### src/rtl/tlu_data_fifo.sv
// First-word-fall-through buffer between the TLU controller and the readout arbiter.
// Optional build macro TLU_FIFO_LOST_COUNT_EN adds the saturating dropped-word counter.
module tlu_data_fifo #(
    parameter int DEPTH_BITS          = 5,
    parameter int NEAR_FULL_THRESHOLD = 24
) (
    input  logic                  BUS_CLK,
    input  logic                  BUS_RST,
    input  logic [31:0]           TLU_WORD_IN,
    input  logic                  TLU_WORD_VALID,
    input  logic                  FIFO_READ,
    output logic                  FIFO_EMPTY,
    output logic [31:0]           FIFO_DATA,
    output logic                  FIFO_NEAR_FULL,
    output logic [DEPTH_BITS:0]   FIFO_SIZE,
    output logic [7:0]            LOST_COUNT
);

    localparam int                  DEPTH     = 1 << DEPTH_BITS;
    localparam logic [DEPTH_BITS:0] FILL_FULL = (DEPTH_BITS + 1)'(DEPTH);
    localparam logic [DEPTH_BITS:0] FILL_NF   = (DEPTH_BITS + 1)'(NEAR_FULL_THRESHOLD);
    localparam logic [DEPTH_BITS:0] FILL_ONE  = (DEPTH_BITS + 1)'(1);
    localparam logic [DEPTH_BITS-1:0] PTR_ONE = DEPTH_BITS'(1);

    logic [31:0]           mem_reg [DEPTH];
    logic [DEPTH_BITS-1:0] wr_ptr_reg, wr_ptr_next;
    logic [DEPTH_BITS-1:0] rd_ptr_reg, rd_ptr_next;
    logic [DEPTH_BITS:0]   fill_reg, fill_next;

    logic full;
    logic empty;
    logic pop;
    logic accept;

    // Full/empty come from the fill counter so pointer equality never needs disambiguating.
    assign full   = (fill_reg == FILL_FULL);
    assign empty  = (fill_reg == '0);
    assign pop    = FIFO_READ && !empty;
    assign accept = TLU_WORD_VALID && (!full || pop);

    always_comb begin
        wr_ptr_next = wr_ptr_reg;
        rd_ptr_next = rd_ptr_reg;
        fill_next   = fill_reg;
        if (accept) begin
            wr_ptr_next = wr_ptr_reg + PTR_ONE;
        end
        if (pop) begin
            rd_ptr_next = rd_ptr_reg + PTR_ONE;
        end
        case ({accept, pop})
            2'b10:   fill_next = fill_reg + FILL_ONE;
            2'b01:   fill_next = fill_reg - FILL_ONE;
            default: fill_next = fill_reg;
        endcase
    end

    always_ff @(posedge BUS_CLK) begin
        if (BUS_RST) begin
            wr_ptr_reg <= '0;
            rd_ptr_reg <= '0;
            fill_reg   <= '0;
        end else begin
            wr_ptr_reg <= wr_ptr_next;
            rd_ptr_reg <= rd_ptr_next;
            fill_reg   <= fill_next;
        end
    end

    // Storage is never cleared; reset only invalidates it through the pointers.
    always_ff @(posedge BUS_CLK) begin
        if (accept && !BUS_RST) begin
            mem_reg[wr_ptr_reg] <= TLU_WORD_IN;
        end
    end

    assign FIFO_DATA      = mem_reg[rd_ptr_reg];
    assign FIFO_EMPTY     = empty;
    assign FIFO_NEAR_FULL = (fill_reg >= FILL_NF);
    assign FIFO_SIZE      = fill_reg;

`ifdef TLU_FIFO_LOST_COUNT_EN
    logic [7:0] lost_reg;
    logic       drop;

    assign drop = TLU_WORD_VALID && full && !pop;

    always_ff @(posedge BUS_CLK) begin
        if (BUS_RST) begin
            lost_reg <= '0;
        end else if (drop && (lost_reg != 8'hFF)) begin
            lost_reg <= lost_reg + 8'd1;
        end
    end

    assign LOST_COUNT = lost_reg;
`else
    assign LOST_COUNT = '0;
`endif

endmodule
### config.mk
export PLATFORM = sky130hd
export DESIGN_NAME = tlu_data_fifo
export DESIGN_NICKNAME = d
export VERILOG_FILES = /design/src/rtl/tlu_data_fifo.sv
export SDC_FILE = /design/constraint.sdc
export NUM_CORES = 1
export LEC_CHECK = 0
export CAP_MARGIN = 10
export CORE_MARGIN = 8
export CORE_UTILIZATION = 25
export CTS_CLUSTER_DIAMETER = 30
export DETAILED_ROUTE_END_ITERATION = 7
export SLEW_MARGIN = 25
export SYNTH_ARGS = -nofsm -noshare
export SYNTH_HDL_FRONTEND = slang
export SYNTH_SLANG_ARGS = --single-unit
### constraint.sdc
create_clock -name BUS_CLK -period 9.7 [get_ports BUS_CLK]
set_clock_uncertainty 0.2 [all_clocks]
set_input_delay 1.94 -clock BUS_CLK [delete_from_list [all_inputs] [get_ports BUS_CLK]]
set_output_delay 1.94 -clock BUS_CLK [all_outputs]
set_load 0.01 [all_outputs]
## After elaboration in Yosys (flattened, before gate mapping)

Memory sizes are Yosys's and may differ from the RTL's. A register that Yosys moved wholly into a read port is not among the register bits.
Index checks and enable logic that the tools add are counted.
W data, S select, Z words.

| word-level totals | value |
|---|---|
| memories | 1 |
| RAM bits | 1024 |
| register bits | 16 |
| output and inout bits | 48 |
| logic and storage cells | 26 |

| cells by class | value |
|---|---|
| reduce and logical (&&, ||, !) cells | 9 |
| multiplexer cells | 5 |
| eq/ne operators | 3 |
| magnitude comparators | 1 |
| add/sub/neg operators | 4 |

Memories:

| memory | words | bits a word | rd ports | clocked after Yosys merged registers in | wr ports | line | text |
|---|---|---|---|---|---|---|---|
| mem_reg | 32 | 32 | 1 | 1 | 1 | 25 | `logic [31:0] mem_reg [DEPTH];` |

Operator list:

| kind | number |
|---|---|
| $pmux W6 S2 | 1 |
| $add A5 B1 Y5 const B | 2 |
| $mux W5 | 2 |
| $add A6 B1 Y6 const B | 1 |
| $eq A6 B6 Y1 const B | 1 |
| $ge A6 B5 Y1 const B | 1 |
| $logic_not A6 Y1 | 1 |
| $sub A6 B1 Y6 const B | 1 |
| $logic_and A1 B1 Y1 | 3 |
| $logic_not A1 Y1 | 3 |
| $eq A2 B1 Y1 const B | 1 |
| $eq A2 B2 Y1 const B | 1 |
| $mux W1 | 2 |
| $reduce_bool A2 Y1 | 1 |
| $logic_or A1 B1 Y1 | 1 |

## Logic depth before layout (Yosys ltp)

| logic depth | value |
|---|---|
| word-level depth | 8 |
| gate-level depth with buffers | 12 |
| gate-level depth less buffers | 10 |

## Worst setup path after synthesis

No wires, ideal clock.

| timing path | value |
|---|---|
| path type | in2reg |
| from | in TLU_WORD_VALID |
| to | mem mem_reg[31][0], enable pin |
| setup time | 0.461 ns |
| cell stages on the path | 3 |
| data arrival time | 4.824 ns |
| path slack | 4.215 ns |
| path through | clkbuf_1 -> o311ai_0 -> nor3_1 |

| on the way | value |
|---|---|
| longest elaborated chain between the ends | 4 |

Ends and longest elaborated chain:

| what | line | text |
|---|---|---|
| start, declared | 10 | `input logic TLU_WORD_VALID,` |
| $logic_and A1 B1 Y1 | 39 | `assign accept = TLU_WORD_VALID && (!full \|\| pop);` |
| $logic_and A1 B1 Y1 | 72 | `if (accept && !BUS_RST) begin` |
| $mux W1 | 72 |  |
| $mux W1 (not written as such) | 73 | `mem_reg[wr_ptr_reg] <= TLU_WORD_IN;` |
| end, declared | 25 |  |

Every way passes these cells.

==> qor.txt <==
status - complete, no violations
antenna-violating nets left - 0
Post-synth ARST share - 0%
CTS tree - done
DP HPWL - 49,400 µm
number of flip-flops under the largest register name - 1,024
post-synth cell types - 47
vias in the first global route - 19,700
Syn Area/Cell - 24.4 µm²
HP Class - flip-flop to flip-flop
first drt pass iteration count - 5
total power - 12.9 mW
root buf cell - clkbuf_16
num ports - 84
die height - 417 µm
port bufs - 75
Critical path buffers and inverters - 2
dominant synthesized flop cell - edfxtp_1
largest net degree at the start of global routing - 126
post-synthesis sequential area ratio - 77.6%
delay-heaviest family, CP - multiplexers
starting density of the core - 25.1%
Num CTS Buffers - 172
Bufs on Longest Clock Path - 3
Worst Path Arrival - 4.25 ns
final hold vios - 0
share of cells above drive strength 1 - 37.2%
Slew HR - 30.7%
GRT Total Usage - 11.1%
first-pass GRT wire length - 141,000 µm
post_cts resized - 0
GR Overflow Total - 0
routed len/inst - 24.0 µm
initial antenna violation count - 15
CP Cell Sequence - buf_12 > mux4_2 > mux4_2 > mux2_2 > clkdlybuf4s50_1
TNS Setup - 0 ns
die area - 174,000 µm²
most frequent cells in the layout - edfxtp_1 (1,024), mux4_2 (320), clkbuf_16 (176), clkdlybuf4s50_1 (60), buf_4 (39)
core area - 160,000 µm²
Fillers - 15,000
area grow syn2layout - 23.9%
Final period util - 65.9%
min Tclk post-route - 6.39 ns
Synth Cell Area - 40,100 µm²
Yosys warnings - 0
r2r startpoint - FIFO_SIZE[2]$_SDFFE_PP0P_
RSZ-0062 raised after global routing - no
via/cell ratio - 4.52
CP most frequent cell - mux4_2
postcts setup bufs - 0
final setup violation count - 0
commonest non-fill, non-tap cell in the layout - edfxtp_1
Worst-path clk slew - 0.04 ns
Worst setup SP type - flip-flop
Seq cells post-synth - 1,045
clock sink count - 1,045
DRC Markers - 0
static leakage - 15.0 nW
number of flops mapped to enable cells by yosys - 1,024
cell total after placement - 3,763
crit path kind - flip-flop to primary output
Final #Nets - 1,898
RePlAce Congestion - 0.712
Worst path slowest cell - dfxtp_4
f_max - 157 MHz
VDD IR-drop max - 0.140 mV
Vias - 18,500
die extent in x - 417 µm
count of non-filler cells in the finished layout - 4,086
final wirelength - 98,100 µm
row count - 147
slew at the pin with the worst max-slew slack - 1.04 ns
pre-CTS setup slack - 3.78 ns
CTS Hold Buffers Added - 0
DRT iter0 DRCs - 1,810
H-tree depth - 4
Syn Inst Count - 1,646
max-cap viol count - 0
required time of the critical path - 7.56 ns
HP Start - rd_ptr_reg[4]$_SDFFE_PP0N_
pwr/cell area - 260 nW/µm²
post-route worst setup slack - 3.31 ns
Max Slew Vio Count - 0
slowest stage delay, CP - 0.94 ns
crit path capture type - primary output
clock insertion delay at the later pin of the skew report - 0.71 ns
worst-path maximum fanout - 125
==> stage by stage <==
step,area (µm²),utilization [%],hold WS (ns)
floorplan,40200,-,0.272
global placement,43700,27.3,0.289
detailed placement,43700,27.3,0.307
CTS,49800,31.1,0.318
global route,49700,31.1,0.336
finish,49700,31.1,0.313
==> final cells by class <==
cell class	count	area, µm²	area share [%]
sequential	1045	31200	62.7
antenna	3	7.51	0.0151
timing repair buffer	119	1080	2.16
clock buffer	193	4470	8.98
inverter	9	33.8	0.0679
clock inverter	126	1610	3.23
multi-input combinational	505	8740	17.6
tap	2086	2610	5.25
==> power by group <==
part           internal, mW  switching (mW)
sequential             5.01          0.0784
clock                  4.10            2.17
combinational         0.855           0.742
==> layer usage <==
layer,GRT usage (%),vias to the layer above,share of wire [%]
met5,0,-,0.012
li1,-,7573,-
met1,13.8,10000,40
met3,1.97,194,5.3
met4,3.73,2,2.6
met2,19.5,652,52
==> cell families after synthesis <==
kind of cell,after synthesis,synth area share (%)
AOI/OAI and AO/OA,38,0.701
xor gates and xnor gates,8,0.175
adders and majority gates,10,0.330
other,1,0.00934
DFF,1045,77.6
and+or+nand+nor,86,0.985
muxes,355,18.9
buffers and inverters,103,1.22
==> tightest hold or removal path: cells and delay by family (launching register included) <==
| family | cells | cell delay, ns |
|---|---|---|
| flops | 1 | 0.32 |
| xor+xnor | 1 | 0.11 |
| simple gates | 1 | 0.04 |
==> worst paths after layout <==
path | cells past startpoint | endpoint | slack, ns
hold reg to reg | 2 | flip-flop | 0.31
setup / recovery | 5 | FIFO_DATA[12] | 3.31
setup reg to reg | 6 | mem_reg[17][17]$_DFFE_PP_ | 5.97
hold / removal | 2 | flip-flop | 0.31
==> synthesized netlist by cell type, drive strengths merged, types with 2 or more instances <==
cell / number / area share, %
nand3b: 2 / 0.037
nand3: 6 / 0.075
xor2: 3 / 0.065
ha: 9 / 0.28
mux4: 320 / 18
a21o: 5 / 0.094
or3: 5 / 0.078
o22ai: 2 / 0.031
o31ai: 2 / 0.084
or3b: 2 / 0.044
nor3: 4 / 0.050
clkbuf: 42 / 0.39
mux2i: 3 / 0.075
nand2: 9 / 0.084
nor2b: 2 / 0.031
nand2b: 5 / 0.078
o21ai: 10 / 0.12
buf: 52 / 0.75
nor2: 47 / 0.44
a211oi: 3 / 0.056
mux2: 32 / 0.90
a21oi: 6 / 0.084
xnor2: 5 / 0.11
edfxtp: 1024 / 77
dfxtp: 21 / 1.0
inv: 9 / 0.084
Note: power is estimated with default switching activity, not from simulation.
